**src/rtl/score_keeper.sv**
```systemverilog
// Score engine for the spaceship game: hit/miss/game-over pulses in,
// saturating score, streak bonus and high score out to the 7-seg decoder.
module score_keeper #(
  parameter int SCORE_W      = 9,
  parameter int MAX_SCORE    = 511,
  parameter int HIT_POINTS   = 5,
  parameter int MISS_PENALTY = 2,
  parameter int BONUS_EVERY  = 8,
  parameter int BONUS_POINTS = 10
) (
  input  logic               clk,
  input  logic               rst,
  input  logic               start,
  input  logic               hit,
  input  logic               miss,
  input  logic               game_over,
  input  logic               show_high,
  output logic [SCORE_W-1:0] number,
  output logic [SCORE_W-1:0] score,
  output logic [SCORE_W-1:0] high_score,
  output logic [3:0]         streak,
  output logic               running,
  output logic               new_high
);

  localparam int SW2 = SCORE_W + 2;
  localparam logic [SCORE_W-1:0] PEN  = SCORE_W'(MISS_PENALTY);
  localparam logic [SCORE_W-1:0] MAXV = SCORE_W'(MAX_SCORE);
  localparam logic [SW2-1:0] MAXW = SW2'(MAX_SCORE);
  localparam logic [SW2-1:0] HITW = SW2'(HIT_POINTS);
  localparam logic [SW2-1:0] BONW = SW2'(BONUS_POINTS);
  localparam logic [4:0]     BEV  = 5'(BONUS_EVERY);

  typedef enum logic [1:0] {
    IDLE,
    PLAY,
    COMMIT,
    OVER
  } state_t;

  state_t             state;
  state_t             state_n;
  logic [SCORE_W-1:0] score_n;
  logic [3:0]         streak_n;
  logic [4:0]         streak_inc;
  logic               bonus;
  logic [SW2-1:0]     sum;

  assign streak_inc = {1'b0, streak} + 5'd1;
  assign bonus      = (streak_inc == BEV);
  // Two spare bits keep score + hit + bonus from wrapping before saturation
  assign sum        = SW2'(score) + HITW + (bonus ? BONW : '0);
  assign running    = (state == PLAY);

  always_comb begin
    state_n  = state;
    score_n  = score;
    streak_n = streak;
    unique case (state)
      IDLE, OVER: begin
        if (start) begin
          state_n  = PLAY;
          score_n  = '0;
          streak_n = '0;
        end
      end
      PLAY: begin
        if (miss) begin
          score_n  = (score < PEN) ? '0 : score - PEN;
          streak_n = '0;
        end else if (hit) begin
          score_n  = (sum > MAXW) ? MAXV : sum[SCORE_W-1:0];
          streak_n = bonus ? 4'd0 : streak_inc[3:0];
        end
        if (game_over) state_n = COMMIT;
      end
      COMMIT: state_n = OVER;
      default: state_n = IDLE;
    endcase
  end

  always_ff @(posedge clk or posedge rst) begin
    if (rst) begin
      state      <= IDLE;
      score      <= '0;
      streak     <= '0;
      high_score <= '0;
      new_high   <= 1'b0;
      number     <= '0;
    end else begin
      state    <= state_n;
      score    <= score_n;
      streak   <= streak_n;
      new_high <= 1'b0;
      if (state == COMMIT && score > high_score) begin
        high_score <= score;
        new_high   <= 1'b1;
      end
      number <= (state != PLAY && show_high) ? high_score : score;
    end
  end

endmodule

```
**config.mk**
```make
export PLATFORM = sky130hd
export DESIGN_NAME = score_keeper
export DESIGN_NICKNAME = d
export VERILOG_FILES = /design/src/rtl/score_keeper.sv
export SDC_FILE = /design/constraint.sdc
export NUM_CORES = 1
export LEC_CHECK = 0
export CORE_ASPECT_RATIO = 0.5
export CORE_MARGIN = 2
export CORE_UTILIZATION = 43
export CTS_CLUSTER_DIAMETER = 60
export DETAILED_ROUTE_END_ITERATION = 16
export PLACE_DENSITY = 0.72
export SYNTH_ARGS = -nofsm -noshare
export SYNTH_HDL_FRONTEND = slang
export SYNTH_SLANG_ARGS = --single-unit
```
**constraint.sdc**
```tcl
create_clock -name clk -period 6.4 [get_ports clk]
set_input_delay 1.28 -clock clk [delete_from_list [all_inputs] [get_ports clk]]
set_output_delay 1.28 -clock clk [all_outputs]
set_load 0.01 [all_outputs]
```
==> flow_summary.json, run 1 <==
{
  "critical_path_required_ps": 6550,
  "tightest_slew_ps": 849,
  "grt_max_degree": 35,
  "row_count": 18,
  "worst-setup-path-type": "in -> reg",
  "clock_power_share_pct": 15.2,
  "hold_buffers": 0,
  "setup_violations": 0,
  "synthesis.instances": 229,
  "cts_tree": "done",
  "internal_power_w": 0.000741,
  "fin_skew_ps": 6.65,
  "synth-seq-area-share_pct": 40.0,
  "cts-root-buf": "clkbuf_8",
  "drv_cap": 0,
  "p_leak_nw": 1.20,
  "fin_crit_sh_pct": 49.8,
  "syn_nets": 253,
  "power_density_mw_per_mm2": 481,
  "seqPwrFrac_pct": 29.3,
  "drtPass1Iterations": 4,
  "h-tree-depth": 2,
  "grt_usage_pct": 20.2,
  "clk-insertion-delay-late_ps": 290,
  "synth_enable_flop_cells": 0,
  "slew_headroom_pct": 43.4,
  "fillCellCount": 432,
  "vias": 1892,
  "p_switching_w": 0.000545,
  "cts_resized": 0,
  "cts_sinks": 34,
  "combPwrFrac_pct": 55.5,
  "first_global_vias": 1780,
  "final_hold_viol_count": 0,
  "pin_count": 40,
  "coreArea_mm2": 0.00484,
  "ant_nets": 0,
  "cp-end-kind": "flip-flop",
  "ff2ff_path_depth": 9,
  "crit_path_start": "miss",
  "placed_area_mm2": 0.00257,
  "antenna_found_initial": 0,
  "initial_core_util_pct": 43.9,
  "gp_congestion": 0.919,
  "rsz0062_at_grt": "false",
  "slew_viol_final": 0,
  "ys.flop_type": "dfrtp_1",
  "fmax_mhz": 314,
  "use_met1_pct": 27.8,
  "drt_iter0_drc": 135,
  "syn_area_mm2": 0.00212,
  "remaining_drc_errors": 0,
  "gr-usage-met3_pct": 3.90,
  "fp.dieH_um": 53.7,
  "switching_share_pct": 42.4,
  "cp_max_fo": 14,
  "grt_use_met2_pct": 33.0,
  "die_w_um": 103,
  "ys_async_sr_fraction_pct": 100,
  "wl_per_cell_um": 15.8,
  "dp_hpwl_um": 3820,
  "routed_wl_um": 5300,
  "arrival_ps": 3330,
  "final_layout_size_suffix_gt1_share_pct": 8.65,
  "numPortBuffers": 39,
  "top_usage_layer": "met2",
  "layout_min_cycle_time_ps": 3190,
  "status": "finished clean",
  "cts.clk_slew.worst_paths_ps": 70,
  "post-route-util_pct": 55.2,
  "synthDistinctLibCells": 52,
  "r2r_end": "score[5]",
  "final_area_mm2": 0.00268,
  "viasPerCell": 5.63,
  "rrSetupSlack_ps": 3690,
  "layout.nets": 289,
  "cp-start-kind": "input pin",
  "dieArea_mm2": 0.00555,
  "synthToLayoutAreaGrowth_pct": 25.9,
  "min_path_type": "reg -> reg",
  "tns_ps": 0,
  "n_antenna_cell": 0,
  "cts_buffers": 5,
  "grt_pass1_wl_um": 8420,
  "cp-endpoint": "score[5]",
  "cts_setup_buffers": 0,
  "irDropWorstVdd_uv": 173,
  "synth_seq_cells": 34,
  "grt_overflow": 0,
  "synth.avg_cell_area_um2": 9.28,
  "cts_buffer_depth": 2,
  "yosysWarnings": 0,
  "reg2reg_from": "streak[0]"
}
[synthesized netlist by cell type (2+ instances only)]
cell | number | area, µm²
nor2b_1 | 2 | 12.5
or3_1 | 2 | 12.5
o22ai_1 | 4 | 25.0
mux2_2 | 7 | 78.8
a21o_1 | 2 | 15.0
nor3b_1 | 2 | 15.0
a21oi_1 | 12 | 60.1
or4_1 | 2 | 15.0
a211o_1 | 2 | 17.5
clkbuf_1 | 10 | 37.5
nor2_1 | 7 | 26.3
mux2i_1 | 3 | 30.0
xor2_1 | 2 | 17.5
nor4_1 | 3 | 18.8
a31oi_1 | 2 | 12.5
o21ai_0 | 22 | 110
and3_1 | 2 | 12.5
nand3_1 | 10 | 50.1
nand2b_1 | 8 | 50.1
nor3_1 | 5 | 25.0
ha_1 | 16 | 200
nand2_1 | 21 | 78.8
dfrtp_1 | 34 | 851
inv_1 | 18 | 67.6
o221ai_1 | 4 | 35.0
[placed cells by master, fill, tap and decap left out, types with 2 or more instances in the layout]
cell,count
a211o_1,2
a21o_1,2
a21oi_1,12
a31oi_1,2
and3_1,2
clkbuf_1,2
clkbuf_8,5
clkdlybuf4s50_1,39
dfrtp_1,34
ha_1,16
inv_1,18
mux2_2,7
mux2i_1,3
nand2_1,21
nand2b_1,8
nand3_1,10
nor2_1,7
nor2b_1,2
nor3_1,5
nor3b_1,2
nor4_1,3
o21ai_0,22
o221ai_1,4
o22ai_1,4
or3_1,2
or4_1,2
xor2_1,2
[final cells by class]
| cell class | instances | area (µm²) | share of cell area (%) |
|---|---|---|---|
| Multi-Input combinational cell | 166 | 1160 | 43.5 |
| Sequential cell | 34 | 851 | 31.8 |
| Timing Repair Buffer | 40 | 398 | 14.9 |
| Tap cell | 70 | 87.6 | 3.27 |
| Clock buffer | 7 | 76.3 | 2.85 |
| Inverter | 18 | 67.6 | 2.53 |
| Clock inverter | 1 | 30.0 | 1.12 |
[routing by layer]
| metal | vias up | wire [µm] | part of all wire [%] |
|---|---|---|---|
| met1 | 908 | 2530 | 48 |
| met2 | 58 | 2430 | 46 |
| met4 | 0 | 45 | 0.85 |
| met3 | 6 | 290 | 5.5 |
| li1 | 920 | - | - |
| met5 | - | 0 | 0 |
[state kept, by name, indices dropped and copies added, names as in the netlist]
register	flops
new_high	1
high_score	9
number	9
state	2
score	9
streak	4
[cell families (layout without fill, tap and decap cells)]
logic type | after synthesis | count (layout) | share of synthesized area [%]
buffers and inverters | 29 | 66 | 5.12
adder cells (fa/ha/maj) | 17 | 17 | 10.4
XOR/XNOR | 2 | 2 | 0.825
flip-flops | 34 | 34 | 40.0
multiplexers | 10 | 10 | 5.12
AO/OA/AOI/OAI | 65 | 65 | 20.4
AND/OR/NAND/NOR | 72 | 72 | 18.1
[worst min path at each step]
| stage | from | endpoint | cells past startpoint | slack [ps] |
|---|---|---|---|---|
| floorplan | state[1] | state[1] | 2 | 500 |
| detailed placement | streak[3] | streak[3] | 2 | 520 |
| global placement | high_score[8] | high_score[8] | 1 | 520 |
| global route | high_score[8] | high_score[8] | 1 | 580 |
| CTS | streak[3] | streak[3] | 2 | 540 |
| finish | streak[3] | streak[3] | 2 | 530 |
[stage by stage]
step,setup slack (ps),hold WS [ps],total power [W],instances
floorplan,4110,500,0.000830,229
global placement,3020,519,0.00107,328
detailed placement,2940,525,0.00109,328
CTS,3210,542,0.00129,336
global route,3090,575,0.00139,336
finish,3210,528,0.00129,336
[power by group through the flow]
stage	Sequential [W]	Clock (W)	Combinational, W
2_1_floorplan	0.000365	0	0.000465
3_3_place_gp	0.000377	0	0.000691
3_5_place_dp	0.000381	0	0.000708
4_1_cts	0.000376	0.000198	0.000712
5_1_grt	0.000391	0.000208	0.000789
6_report	0.000377	0.000195	0.000714
[critical path, stage by stage]
cell,delay (ps)
clkdlybuf4s50_1,780
nand2b_1,220
o221ai_1,400
o311ai_0,470
o221ai_1,180
No activity file was read; power rests on OpenSTA's default activity.
==> run 2: changes to the inputs <==
==> constraint.sdc (replaced) <==
create_clock -name clk -period 3.25 [get_ports clk]
set_input_delay 0.65 -clock clk [delete_from_list [all_inputs] [get_ports clk]]
set_output_delay 0.65 -clock clk [all_outputs]
set_load 0.01 [all_outputs]
==> run 2 against run 1 <==
- clock skew grew 0.74 ps
- wire length grew 6.9%
- critical endpoint unchanged
- count of clock-buffer cells in the layout shrank 1
- power grew 100%
- combinational power grew 120%
- design area grew 1.5%
- cell count grew 2.1%
- register-to-register slack lost 3000 ps
- first-iteration DRC count grew 27%
- core utilization grew 0.85 points
- sequential cell count is the same
- largest power group unchanged
- sequential power grew 78%
==> flow_summary.json, run 2 (synthesis results as in run 1) <==
{
  "status": "finished clean",
  "grt_overflow": 0,
  "drv_cap": 0,
  "cts_buffer_depth": 2,
  "power_density_mw_per_mm2": 947,
  "dieArea_mm2": 0.00555,
  "hp-start": "streak[1]",
  "fin_skew_ps": 7.39,
  "ant_nets": 0,
  "seqCellArea_um2": 851,
  "placed_area_mm2": 0.00262,
  "combPwrFrac_pct": 60.7,
  "cts-root-buf": "clkbuf_8",
  "cts_tree": "done",
  "r2r_end": "score[5]",
  "gp_congestion": 0.965,
  "fmax_mhz": 396,
  "layout_min_cycle_time_ps": 2530,
  "n_antenna_cell": 0,
  "fillCellCount": 438,
  "reg_top3": "high_score x9, number x9, score x9",
  "wl_per_cell_um": 16.5,
  "cts_setup_buffers": 0,
  "grt_pass1_wl_um": 9310,
  "ff2ff_path_depth": 7,
  "slew_viol_final": 0,
  "reg2reg_from": "score[1]",
  "irDropWorstVdd_uv": 350,
  "first_global_vias": 1886,
  "cp-start-kind": "flip-flop",
  "min_path_cells": 2,
  "die_w_um": 103,
  "critical_path_required_ps": 3380,
  "initial_core_util_pct": 43.9,
  "layout.nets": 296,
  "cp_max_fo": 10,
  "drtPass1Iterations": 5,
  "clk-insertion-delay-late_ps": 290,
  "fp.dieH_um": 53.7,
  "dp_hpwl_um": 4130,
  "final_cell_mix": "clkdlybuf4s50_1, dfrtp_1, o21ai_0, nand2_1, inv_1",
  "clock_power_share_pct": 13.2,
  "tns_ps": 0,
  "seqPwrFrac_pct": 26.1,
  "cpMaxStageDelayCell": "or4b_1",
  "tightest_slew_ps": 648,
  "p_switching_w": 0.00113,
  "grt_max_degree": 35,
  "final_area_mm2": 0.00272,
  "final_hold_viol_count": 0,
  "switching_share_pct": 43.7,
  "pin_count": 40,
  "hold_end": "streak[1]",
  "cts.clk_slew.worst_paths_ps": 70,
  "synthToLayoutAreaGrowth_pct": 27.9,
  "worst-setup-path-type": "reg -> reg",
  "fin_crit_sh_pct": 77.7,
  "slowest_delay_ps": 550,
  "hold_buffers": 0,
  "viasPerCell": 5.76,
  "p_leak_nw": 1.23,
  "internal_power_w": 0.00145,
  "h-tree-depth": 2,
  "routed_wl_um": 5660,
  "slew_headroom_pct": 56.8,
  "row_count": 18,
  "min_path_type": "reg -> reg",
  "numPortBuffers": 39,
  "cts_resized": 0,
  "arrival_ps": 2660,
  "grt_usage_pct": 22.4,
  "rrSetupSlack_ps": 720,
  "final_common_cell": "clkdlybuf4s50_1",
  "cts_sinks": 34,
  "remaining_drc_errors": 0,
  "final_layout_size_suffix_gt1_share_pct": 11.7,
  "cp_cell_sequence": "inv_1, ha_1, or4b_1, o2111ai_2, nand2_1, o311ai_0, o221ai_1",
  "drt_iter0_drc": 172,
  "antenna_found_initial": 0,
  "coreArea_mm2": 0.00484,
  "rsz0062_at_grt": "false",
  "cts_buffers": 5,
  "setup_violations": 0,
  "multiInputGateArea_mm2": 0.00116,
  "cp-end-kind": "flip-flop",
  "vias": 1977
}
-- run 2: cell types whose count changed in the layout (fill, tap and decap cells not counted) --
cell	delta
clkbuf_1	-2
clkbuf_8	+1
buf_4	+7
clkinv_2	+1
clkinvlp_4	+1
bufinv_16	-1
-- run 2: layout make-up --
class                      instances  area share (%)
inverter                          18            2.49
clock inverter                     2           0.461
timing repair buffer              47            16.6
clock buffer                       6            3.04
tap                               70            3.22
sequential                        34            31.3
multi-input combinational        166            42.9
-- run 2: critical path: cells and delay by family, from the launching register on --
kind	cells	cell delay (ps)
AO/OA/AOI/OAI	3	750
AND/OR/NAND/NOR	2	640
flip-flops	1	510
adder cells (fa/ha/maj)	1	250
buffers and inverters	1	210
-- run 2: power by group through the flow --
| stage | logic [W] | clock network, W | registers (W) |
|---|---|---|---|
| final | 0.00156 | 0.000340 | 0.000671 |
| after floorplan | 0.000915 | 0 | 0.000719 |
| after global routing | 0.00172 | 0.000368 | 0.000690 |
| after CTS | 0.00154 | 0.000352 | 0.000669 |
| after detailed placement | 0.00154 | 0 | 0.000677 |
| after global placement | 0.00151 | 0 | 0.000673 |
-- run 2: metal layers --
layer / vias up / share of wire [%] / global-route usage [%]
met5: - / 0 / 0
met4: 0 / 1.5 / 7.46
met3: 11 / 7.3 / 4.81
met2: 108 / 45 / 35.2
met1: 936 / 46 / 31.1
li1: 922 / - / -
-- run 2: worst max-delay path by stage --
stage,from,end,slack (ps)
floorplan,streak[0],score[8],980
global placement,score[1],score[5],840
detailed placement,score[1],score[5],800
CTS,score[1],score[5],780
global route,streak[0],score[5],560
finish,score[1],score[5],720
-- run 2: through the flow --
step / utilization, % / setup WS, ps / total power [W] / hold WS [ps] / cells
after detailed placement: 54.1 / 803 / 0.00221 / 527 / 335
after global routing: 56.1 / 563 / 0.00278 / 565 / 343
after global placement: 54.1 / 845 / 0.00219 / 500 / 335
after floorplan: - / 982 / 0.00163 / 500 / 229
after CTS: 56.1 / 784 / 0.00256 / 545 / 343
final: 56.1 / 723 / 0.00257 / 537 / 343
